## src/rtl/uart_tx_scheduler.sv

```systemverilog
// uart_tx_scheduler: shares the single-byte uart transmitter between the CPU
// store path (buffered in a small FIFO) and a debug req/ack requester, and
// paces writes so a new byte is only issued once the previous character has
// had CHAR_CYCLES clocks to shift out.
// Build option: define UART_SCHED_DEBUG_PORT_EN to arbitrate the debug port;
// without it the CPU FIFO is the only source and dbg_ack stays low.
//
// state | meaning
// IDLE  | look for a candidate byte, grant and latch it into uart_data
// ISSUE | one-cycle uart_we pulse, load the character timer
// WAIT  | count the character time down to zero, then back to IDLE
module uart_tx_scheduler #(
  parameter int FIFO_DEPTH  = 16,
  parameter int CHAR_CYCLES = 8700
) (
  input  logic                        clk,
  input  logic                        rst,
  input  logic                        cpu_we,
  input  logic [7:0]                  cpu_data,
  output logic                        cpu_full,
  input  logic                        dbg_req,
  input  logic [7:0]                  dbg_data,
  output logic                        dbg_ack,
  output logic                        uart_we,
  output logic [7:0]                  uart_data,
  output logic [$clog2(FIFO_DEPTH):0] fifo_count,
  output logic                        overflow
);

  localparam int PTR_W = $clog2(FIFO_DEPTH);
  localparam int CNT_W = PTR_W + 1;
  localparam int TMR_W = $clog2(CHAR_CYCLES);
  localparam logic [CNT_W-1:0] FULL_CNT   = CNT_W'(FIFO_DEPTH);
  localparam logic [TMR_W-1:0] TMR_RELOAD = TMR_W'(CHAR_CYCLES - 1);

  typedef enum logic [1:0] {
    S_IDLE  = 2'd0,
    S_ISSUE = 2'd1,
    S_WAIT  = 2'd2
  } state_t;

  state_t             state_q, state_d;
  logic [7:0]         mem [FIFO_DEPTH];
  logic [PTR_W-1:0]   wr_ptr, rd_ptr;
  logic [CNT_W-1:0]   count;
  logic [TMR_W-1:0]   timer_q;
  logic               fifo_full, fifo_nonempty;
  logic               push_ok, push_drop;
  logic               grant_cpu, grant_dbg;

  assign fifo_full     = (count == FULL_CNT);
  assign fifo_nonempty = (count != '0);
  assign push_ok       = cpu_we && !fifo_full;
  assign push_drop     = cpu_we && fifo_full;
  assign cpu_full      = fifo_full;
  assign fifo_count    = count;

  // FIFO storage; contents are don't-care after reset, only pointers matter
  always_ff @(posedge clk) begin
    if (push_ok) mem[wr_ptr] <= cpu_data;
  end

  // FIFO pointers and occupancy; a pop is the CPU grant in IDLE
  always_ff @(posedge clk or negedge rst) begin
    if (!rst) begin
      wr_ptr <= '0;
      rd_ptr <= '0;
      count  <= '0;
    end else begin
      if (push_ok)   wr_ptr <= wr_ptr + 1'b1;
      if (grant_cpu) rd_ptr <= rd_ptr + 1'b1;
      case ({push_ok, grant_cpu})
        2'b10:   count <= count + 1'b1;
        2'b01:   count <= count - 1'b1;
        default: count <= count;
      endcase
    end
  end

  // sticky flag for any store dropped because the FIFO was full
  always_ff @(posedge clk or negedge rst) begin
    if (!rst)           overflow <= 1'b0;
    else if (push_drop) overflow <= 1'b1;
  end

  // state register
  always_ff @(posedge clk or negedge rst) begin
    if (!rst) state_q <= S_IDLE;
    else      state_q <= state_d;
  end

  // next-state logic
  always_comb begin
    state_d = state_q;
    case (state_q)
      S_IDLE:  if (grant_cpu || grant_dbg) state_d = S_ISSUE;
      S_ISSUE: state_d = S_WAIT;
      S_WAIT:  if (timer_q == '0) state_d = S_IDLE;
      default: state_d = S_IDLE;
    endcase
  end

`ifdef UART_SCHED_DEBUG_PORT_EN
  logic last_grant_dbg;

  // grant selection and write strobe; on a tie the source not served last wins
  always_comb begin
    grant_cpu = 1'b0;
    grant_dbg = 1'b0;
    if (state_q == S_IDLE) begin
      if (fifo_nonempty && (!dbg_req || last_grant_dbg)) grant_cpu = 1'b1;
      else if (dbg_req)                                  grant_dbg = 1'b1;
    end
    uart_we = (state_q == S_ISSUE);
  end

  // round-robin memory; starts at DBG so the CPU wins the first tie
  always_ff @(posedge clk or negedge rst) begin
    if (!rst)           last_grant_dbg <= 1'b1;
    else if (grant_cpu) last_grant_dbg <= 1'b0;
    else if (grant_dbg) last_grant_dbg <= 1'b1;
  end

  // ack is combinational from the grant; masked so it reads 0 while in reset
  assign dbg_ack = grant_dbg & rst;
`else
  logic unused_dbg;

  // CPU FIFO is the only source
  always_comb begin
    grant_cpu = (state_q == S_IDLE) && fifo_nonempty;
    grant_dbg = 1'b0;
    uart_we   = (state_q == S_ISSUE);
  end

  assign dbg_ack    = 1'b0;
  assign unused_dbg = ^{dbg_req, dbg_data};
`endif

  // character timer: loaded while issuing, counts down in WAIT, stops at 0
  always_ff @(posedge clk or negedge rst) begin
    if (!rst)                                    timer_q <= '0;
    else if (state_q == S_ISSUE)                 timer_q <= TMR_RELOAD;
    else if (state_q == S_WAIT && timer_q != '0) timer_q <= timer_q - 1'b1;
  end

  // output byte latched at grant and held until the next grant
  always_ff @(posedge clk or negedge rst) begin
    if (!rst)           uart_data <= 8'h00;
    else if (grant_cpu) uart_data <= mem[rd_ptr];
    else if (grant_dbg) uart_data <= dbg_data;
  end

endmodule

```

## config.mk

```make
export PLATFORM = sky130hd
export DESIGN_NAME = uart_tx_scheduler
export DESIGN_NICKNAME = d
export VERILOG_FILES = /design/src/rtl/uart_tx_scheduler.sv
export SDC_FILE = /design/constraint.sdc
export NUM_CORES = 1
export LEC_CHECK = 0
export BUFFER_PORTS_ARGS = -buffer_cell sky130_fd_sc_hd__buf_2
export CAP_MARGIN = 0
export CORE_ASPECT_RATIO = 1.25
export CORE_MARGIN = 5
export CORE_UTILIZATION = 30
export CTS_CLUSTER_SIZE = 30
export DETAILED_ROUTE_END_ITERATION = 10
export GPL_TIMING_DRIVEN = 1
export PLACE_DENSITY = 0.55
export REMOVE_ABC_BUFFERS = 1
export SYNTH_ARGS = -nofsm -noshare
export SYNTH_HDL_FRONTEND = slang
export SYNTH_SLANG_ARGS = --single-unit
```

## constraint.sdc

```tcl
create_clock -name clk -period 3.8 [get_ports clk]
set_input_delay 0.19 -clock clk [delete_from_list [all_inputs] [get_ports clk]]
set_output_delay 0.19 -clock clk [all_outputs]
set_load 0.02 [all_outputs]
```

Word level (Yosys, flattened, before mapping)
Memories as Yosys holds them, arrays and structs flattened. A register that Yosys moved wholly into a read port is not among the register bits.
Index checks and enable logic that the tools add are counted.
W data, S select, Z words.
{"block": "totals", "ff_bits": 30, "mem_bits_rw": 128, "out_inout_bits": 17, "memories": 1, "elab_cells": 40}
{"name": "mem", "words": 16, "word_bits": 8, "read_ports": 1, "rd_clocked_by_memory_dff": 1, "wr": 1, "line_no": "43", "source": "logic [7:0] mem [FIFO_DEPTH];"}
{"block": "classes", "n_eq_ne": 7, "mux": 8, "n_reduce_logical": 13, "add_sub_neg": 5}
{"cell": "$mux W14", "count": 2}
{"cell": "$logic_not A14 Y1", "count": 1}
{"cell": "$reduce_bool A14 Y1", "count": 1}
{"cell": "$sub A14 B1 Y14 const B", "count": 1}
{"cell": "$pmux W5 S2", "count": 1}
{"cell": "$add A4 B1 Y4 const B", "count": 2}
{"cell": "$pmux W2 S3", "count": 1}
{"cell": "$add A5 B1 Y5 const B", "count": 1}
{"cell": "$eq A5 B5 Y1 const B", "count": 1}
{"cell": "$reduce_bool A5 Y1", "count": 1}
{"cell": "$sub A5 B1 Y5 const B", "count": 1}
{"cell": "$eq A2 B1 Y1 const B", "count": 2}
{"cell": "$eq A2 B2 Y1 const B", "count": 2}
{"cell": "$logic_and A1 B1 Y1", "count": 4}
{"cell": "$mux W2", "count": 2}
{"cell": "$ne A2 B2 Y1 const B", "count": 2}
{"cell": "$reduce_bool A2 Y1", "count": 2}
{"cell": "$logic_not A1 Y1", "count": 2}
{"cell": "$logic_not A2 Y1", "count": 1}
{"cell": "$mux W1", "count": 2}
{"cell": "$reduce_and A2 Y1", "count": 1}

Longest topological paths before layout
Gate-level depths: netlist of run 1.
{"block": "logic_depth", "depth_word": 5, "depth_mapped": 12, "mapped_depth_nobuf": 10}

Worst setup path before layout of run 1
Ideal clock, no wire load.
{"block": "synth_path", "path_type": "register to register", "start": "register count[2], in the netlist fifo_count[2]", "end": "register count[4], in the netlist fifo_count[4]", "setup_slack_ns": 0.781, "setup_ns": 0.081, "t_arrival_ns": 2.938, "stages_incl_launch_ff": 13, "synth_period_minus_slack_ns": 3.019, "n_path_buf": 2, "path_cell_list": "dfrtp_1 clkbuf_1 nor4_1 a21boi_1 inv_1 ha_1 clkbuf_1 xor2_1 ha_1 a21boi_0 o32ai_1 nor4b_1 xnor2_1"}
{"block": "synth_between", "elab_chain_len": 5}
{"element": "start: declaration", "line_no": "45", "source": "logic [CNT_W-1:0] count;"}
{"element": "start signal: assignment", "line_no": "73", "source": "2'b10: count <= count + 1'b1;"}
{"element": "start signal: assignment", "line_no": "74", "source": "2'b01: count <= count - 1'b1;"}
{"element": "start signal: assignment", "line_no": "75", "source": "default: count <= count;"}
{"element": "$eq A5 B5 Y1", "line_no": "51", "source": "assign fifo_full = (count == FULL_CNT);"}
{"element": "$logic_not A1 Y1", "line_no": "53", "source": "assign push_ok = cpu_we && !fifo_full;"}
{"element": "$logic_and A1 B1 Y1", "line_no": "53"}
{"element": "$eq A2 B1 Y1 / $eq A2 B2 Y1 (equally long branches)", "line_no": "72", "source": "case ({push_ok, grant_cpu})"}
{"element": "$pmux W5 S2 / $reduce_bool A2 Y1 (equally long branches)"}
Several ways; a longest one is shown, not always the timed one.
A chain may end at the register's enable or synchronous reset.

Worst setup path in the final report of run 1
Same ends and word-level chain as after synthesis.

==> reports/qor.yml, run 1 <==
critical_path:
  crit_required_ps: 4140
  critPathTopFamily: "simple AND/OR/NAND/NOR gates"
  crit_buf_inv: 1
  worstPathArrival_ps: 3670
  cp-end-kind: "register"
  path_class: "reg -> reg"
  slowest_stage: "nor4_1"
  crit_path_frequent_cell: "ha_1"
  cp_max_fo: 13
  startpoint_type: "register"
  critPathMaxStageDelay_ps: 560
  crit_path_cell_trace: "nor4_1 > a21boi_1 > inv_1 > ha_1 > xor2_1 > ha_1 > a21boi_0 > o32ai_1 > nor4b_1 > xnor2_1"
  critPathLaunch: "fifo_count[2]$_DFFE_PN0P_"
  r2r_start: "fifo_count[2]$_DFFE_PN0P_"
drt:
  firstDrtPassIters: 4
  ant_nets: 0
  wl_met1_microns: 5810
  routed_wl_microns: 13700
  routed_via_density: 4.86
  drt_iter0_drc: 164
  routedWlPerCell_microns: 18.4
  drcViolationCount: 0
  route.met3.wl_microns: 559
  wl_met2_microns: 7120
  highest_layer: "met4"
  vias: 3617
final_layout:
  nNetsFinal: 475
  antenna_cells: 0
  fillCellCount: 2154
  syn2layout_area_growth_pct: 15.1
  drive_above_1_share: 0.247
  final_common_cell: "edfxtp_1"
  layout_common_cells: "edfxtp_1, dfrtp_1, mux4_2"
floorplanning:
  die_h_microns: 180
  fp.coreArea_sq_um: 22900
  die-area_sq_um: 26300
  start_util: 0.303
  die_w_microns: 146
  fp-row-count: 62
  io_pins: 37
grt:
  grt_max_degree: 39
  grt_pass1_wl_microns: 21500
  grt.overflow.total: 0
  antenna_found_initial: 0
  grt_use_total: 0.109
  grt_pass1_vias: 3755
timing:
  max_freq_ghz: 0.300
  post-route-min-period_ps: 3330
  fin_skew_ps: 6.76
  setup_tns_ps: 0
  layout_setup_ws_ps: 470
  worst_pin_slew_ps: 978
  rsz0062_at_grt: "false"
  slew_headroom: 0.345
  slew_violations: 0
  setup_violations: 0
  fin_crit_sh: 0.876
  hold_violations: 0
clock_network:
  cts_resized: 0
  cts_tree: "yes"
  cts.path.max_buffers: 2
  clk_pin_slew_ps: 60
  htreeDepth: 4
  clock_sinks: 166
  worstSkewPairLatency_ps: 420
  cts_root_buf: "clkbuf_16"
  cts_buffers: 17
synth:
  synth-edff-count: 128
  avgSynthCellArea_sq_um: 16.9
  yosysUniqueCellTypes: 56
  synth_top_area_cell: "edfxtp_1"
  async_reset_ff_frac: 0.229
  ys.flop_type: "edfxtp_1"
  synth_seq_cells: 166
  yosys_warnings: 0
  netlist_top_cells_area: "edfxtp_1, dfrtp_1, mux4_2"
  synth_area_sq_um: 6930
  yosysTopAreaCellShare: 0.554
  seq_area_frac_synth: 0.692
  netlist_instances: 410
outcome:
  status: "finished, final reports clean"
min_path:
  hold_class: "in -> reg"
  hold_start: "cpu_data[0]"
power_and_ir_drop:
  p_leak_nw: 2.74
  powerDensity_nw_per_um2: 753
  ir_worst_vdd_mv: 0.338
place:
  finalWeightedCongestion: 0.786
  pre_cts_slack_ps: 459
  post-dp-hpwl_microns: 8750
  io_buffers: 26
run:
  max_cap_viol_count: 0
[synthesized netlist by cell type (2+ instances only)]
library cell	instances
edfxtp_1	128
dfrtp_1	38
mux4_2	32
nand2_1	22
mux2i_1	18
nor2_1	16
o21ai_0	14
ha_1	11
buf_2	10
clkbuf_1	9
inv_1	9
mux2_2	9
nor3_1	9
xnor2_1	8
a21oi_1	7
nand2b_1	5
nor4_1	4
or4_1	4
a31oi_1	3
buf_1	3
nor3b_1	3
or3_1	3
xor2_1	3
a211oi_1	2
a21o_1	2
and3_1	2
nand4_1	2
nor2b_1	2
nor4b_1	2
o21ai_1	2
o41ai_1	2
or4_4	2
[path summary, 6_finish.rpt]
path                                                   to  cells after the start  slack (ps)
worst max-delay path            fifo_count[4]$_DFFE_PN0P_                     10         470
worst min-delay path                  mem[8][0]$_DFFE_PP_                      1         160
worst max register to register  fifo_count[4]$_DFFE_PN0P_                     10         470
worst min register to register       overflow$_DFFE_PN0P_                      1         470
max in group asynchronous           rd_ptr[0]$_DFFE_PN0P_                      2        2670
min in group asynchronous       fifo_count[3]$_DFFE_PN0P_                      2         470
[registers in the layout, summed over array words and instances (netlist names)]
register,cells
state_q,2
timer_q,14
mem,128
uart_data,8
wr_ptr,4
overflow,1
rd_ptr,4
fifo_count,5
[metrics by stage]
stage	utilization	instances	total power [mW]	instance area, sq um	hold WS (ps)
floorplan	-	387	3.83	6830	-106
CTS	0.349	745	6.10	7980	149
finish	0.349	745	6.01	7980	159
detailed placement	0.323	711	4.45	7400	399
global route	0.349	745	6.37	7980	155
global placement	0.323	711	4.38	7400	370
[routing by layer]
| metal | global-route usage | vias up |
|---|---|---|
| met5 | 0 | - |
| met3 | 0.0247 | 12 |
| met2 | 0.188 | 76 |
| met1 | 0.134 | 1863 |
| met4 | 0.0399 | 0 |
| li1 | - | 1666 |
[worst reg2reg max path, delay by kind of cell, from the launching register on]
kind / cells / cell delay [ps]
compound gates: 3 / 660
xor+xnor: 2 / 370
fa+ha+maj: 2 / 640
buf+inv: 1 / 160
flops: 1 / 470
simple gates: 2 / 970
[cell families (layout without fill, tap and decap cells)]
group / Yosys count / in the layout / synth area share
adders and majority gates: 11 / 11 / 0.0199
and+or+nand+nor: 86 / 86 / 0.0691
xor gates and xnor gates: 11 / 11 / 0.0139
other: 1 / 1 / 0.000541
AOI/OAI and AO/OA: 43 / 43 / 0.0402
muxes: 59 / 59 / 0.145
DFF: 166 / 166 / 0.692
buffers and inverters: 33 / 80 / 0.0202
[where the power goes]
group	internal (mW)	switching, mW	leakage [nW]
clock	0.960	0.685	0.263
combinational	0.858	0.945	0.886
sequential	2.26	0.307	1.59
total	4.08	1.94	2.74
[cell type report]
type,count,area (sq um),share of cell area
Clock buffer,18,429,0.0538
Clock inverter,14,134,0.0168
Inverter,10,37.5,0.00470
Multi-Input combinational cell,211,2000,0.250
Sequential cell,166,4800,0.601
Tap cell,288,360,0.0452
Timing Repair Buffer,38,225,0.0282
[what timing repair did]
item	4_1_cts	5_1_grt
setup buffers	0	0
hold buffers	2	0
endpoints found under the hold margin	39	0
(Power assumes the default switching activity.)
==> run 2, diff against run 1 <==
--- a/config.mk
+++ b/config.mk
@@ -9,11 +9,11 @@
 export CAP_MARGIN = 0
 export CORE_ASPECT_RATIO = 1.25
 export CORE_MARGIN = 5
-export CORE_UTILIZATION = 30
+export CORE_UTILIZATION = 55
 export CTS_CLUSTER_SIZE = 30
 export DETAILED_ROUTE_END_ITERATION = 10
 export GPL_TIMING_DRIVEN = 1
-export PLACE_DENSITY = 0.55
+export PLACE_DENSITY = 0.86
 export REMOVE_ABC_BUFFERS = 1
 export SYNTH_ARGS = -nofsm -noshare
 export SYNTH_HDL_FRONTEND = slang
==> constraint.sdc (replaced) <==
create_clock -name clk -period 2.8 [get_ports clk]
set_input_delay 0.14 -clock clk [delete_from_list [all_inputs] [get_ports clk]]
set_output_delay 0.14 -clock clk [all_outputs]
set_load 0.02 [all_outputs]
==> reports/qor.yml, run 2 (synthesis results as in run 1) <==
min_path:
  hold_class: "in -> reg"  # unchanged
timing:
  setup_violations: 0  # unchanged
  max_freq_ghz: 0.377  # was 0.300 GHz
  rsz0062_at_grt: "false"  # unchanged
  fin_crit_sh: 0.947  # was 0.876
  fin_skew_ps: 8.02  # was 6.76 ps
  worst_pin_slew_ps: 893  # was 978 ps
  layout_setup_ws_ps: 148  # was 470 ps
  hold_violations: 0  # unchanged
  slew_headroom: 0.402  # was 0.345
  post-route-min-period_ps: 2650  # was 3330 ps
  slew_violations: 0  # unchanged
clock_network:
  clock_sinks: 166  # unchanged
  worstSkewPairLatency_ps: 420  # about the same
  post-cts-setup-buffers: 0  # unchanged
  cts.path.max_buffers: 2  # unchanged
  clk_pin_slew_ps: 60  # about the same
  htreeDepth: 4  # unchanged
  cts_buffers: 17  # unchanged
  cts_tree: "yes"  # unchanged
  cts_root_buf: "clkbuf_16"  # unchanged
run:
  max_cap_viol_count: 0  # unchanged
final_layout:
  drive_above_1_share: 0.280  # was 0.247
  nNetsFinal: 482  # was 475
  fillCellCount: 847  # was 2,154
  syn2layout_area_growth_pct: 14.4  # was 15.1%
  reg.largest.list: "mem (128), timer_q (14), uart_data (8)"  # unchanged
  seq_area_sq_um: 4800  # about the same
  largest_reg_flops: 128  # unchanged
  multi_input_area_sq_um: 2030  # was 2000 sq um
  layout_common_cells: "edfxtp_1, dfrtp_1, mux4_2"  # unchanged
  antenna_cells: 0  # unchanged
  largest-register: "mem"  # unchanged
  final_common_cell: "edfxtp_1"  # unchanged
critical_path:
  path_class: "reg -> reg"  # unchanged
  startpoint_type: "register"  # unchanged
  crit_path_frequent_cell: "ha_2"  # was ha_1
  crit_required_ps: 3100  # was 4140 ps
  cp-end-kind: "register"  # unchanged
  cp_max_fo: 5  # was 13
  worstPathArrival_ps: 2960  # was 3670 ps
  crit_path_cell_trace: "nor4_4 > buf_4 > a211o_1 > inv_1 > ha_2 > ha_2 > or4b_2 > o32ai_2 > nor4b_2 > xnor2_1"  # was nor4_1 > a21boi_1 > inv_1 > ha_1 > xor2_1 > ha_1 > a21boi_0 > o32ai_1 > nor4b_1 > xnor2_1
  critPathMaxStageDelay_ps: 670  # was 560 ps
  slowest_stage: "or4b_2"  # was nor4_1
floorplanning:
  io_pins: 37  # unchanged
  start_util: 0.565  # was 0.303
  die_h_microns: 136  # was 180 microns
  die-area_sq_um: 15000  # was 26,300 sq um
  fp.coreArea_sq_um: 12300  # was 22,900 sq um
  die_w_microns: 110  # was 146 microns
  fp-row-count: 45  # was 62
drt:
  routedWlPerCell_microns: 20.9  # was 18.4 microns
  firstDrtPassIters: 4  # unchanged
  routed_via_density: 5.93  # was 4.86
  vias: 3724  # was 3,617
  drt_iter0_drc: 402  # was 164
  drcViolationCount: 0  # unchanged
  ant_nets: 0  # unchanged
  routed_wl_microns: 13100  # was 13,700 microns
grt:
  antenna_found_initial: 0  # unchanged
  grt_pass1_vias: 3881  # was 3,755
  grt_max_degree: 39  # unchanged
  grt_pass1_wl_microns: 21200  # was 21,500 microns
  grt.overflow.total: 0  # unchanged
  grt_use_total: 0.187  # was 0.109
place:
  post-dp-hpwl_microns: 8180  # was 8750 microns
  pre_cts_slack_ps: 33.9  # was 459 ps
  io_buffers: 26  # unchanged
  finalWeightedCongestion: 0.805  # was 0.786
power_and_ir_drop:
  powerDensity_nw_per_um2: 1040  # was 753 nW/um^2
  design_power_total_mw: 8.26  # was 6.01 mW
  ir_worst_vdd_mv: 0.552  # was 0.338 mV
  p_leak_nw: 2.79  # was 2.74 nW
outcome:
  status: "finished, final reports clean"  # unchanged
==> run 2: what timing repair did <==
| item | in CTS | in global routing |
|---|---|---|
| endpoints found under the hold margin | 39 | 0 |
| resized for setup | 1 | 7 |
| setup endpoints to repair | 1 | 1 |
| hold buffers | 2 | 0 |
==> run 2: power breakdown <==
part           internal [mW]  leakage (nW)  total, mW  switching [mW]
Clock                   1.24         0.267       2.21           0.969
Sequential              3.07          1.59       3.45           0.380
Combinational           1.24         0.932       2.60            1.36
==> run 2: layout make-up <==
| type | count | share of cell area |
|---|---|---|
| inverter | 10 | 0.00473 |
| clock buffer | 17 | 0.0536 |
| tap | 164 | 0.0259 |
| multi-input combinational | 211 | 0.256 |
| sequential | 166 | 0.605 |
| clock inverter | 15 | 0.0183 |
| timing repair buffer | 45 | 0.0366 |
==> run 2: through the flow <==
step	std cells	area, sq um	utilization	TNS (ps)	hold slack, ps
floorplan	387	6830	-	-419	-156
global placement	594	7310	0.595	0	291
detailed placement	594	7310	0.595	0	325
CTS	628	7900	0.644	0	92.1
global route	628	7930	0.646	0	102
finish	628	7930	0.646	0	105
==> run 2: worst max-delay path: cells and delay by family (launching register included) <==
kind | cells | cell delay (ps)
flops | 1 | 410
xor+xnor | 1 | 130
buf+inv | 2 | 250
compound gates | 2 | 280
simple gates | 3 | 1030
fa+ha+maj | 2 | 430
==> run 2: worst paths after layout <==
kind / cells past startpoint / startpoint / slack [ps] / to
max: 10 / fifo_count[2]$_DFFE_PN0P_ / 150 / fifo_count[4]$_DFFE_PN0P_
min: 1 / cpu_data[1] / 100 / mem[1][1]$_DFFE_PP_
max reg2reg: 10 / fifo_count[2]$_DFFE_PN0P_ / 150 / fifo_count[4]$_DFFE_PN0P_
min reg2reg: 1 / overflow$_DFFE_PN0P_ / 460 / overflow$_DFFE_PN0P_
max in group asynchronous: 2 / rst / 1800 / rd_ptr[0]$_DFFE_PN0P_
min in group asynchronous: 2 / rst / 380 / fifo_count[0]$_DFFE_PN0P_
==> run 2: per-layer routing <==
metal / up-vias / routed length [microns] / track usage
li1: 1689 / - / -
met1: 1909 / 4960 / 0.219
met2: 110 / 7150 / 0.340
met3: 16 / 707 / 0.0438
met4: 0 / 278 / 0.0623
met5: - / 0 / 0
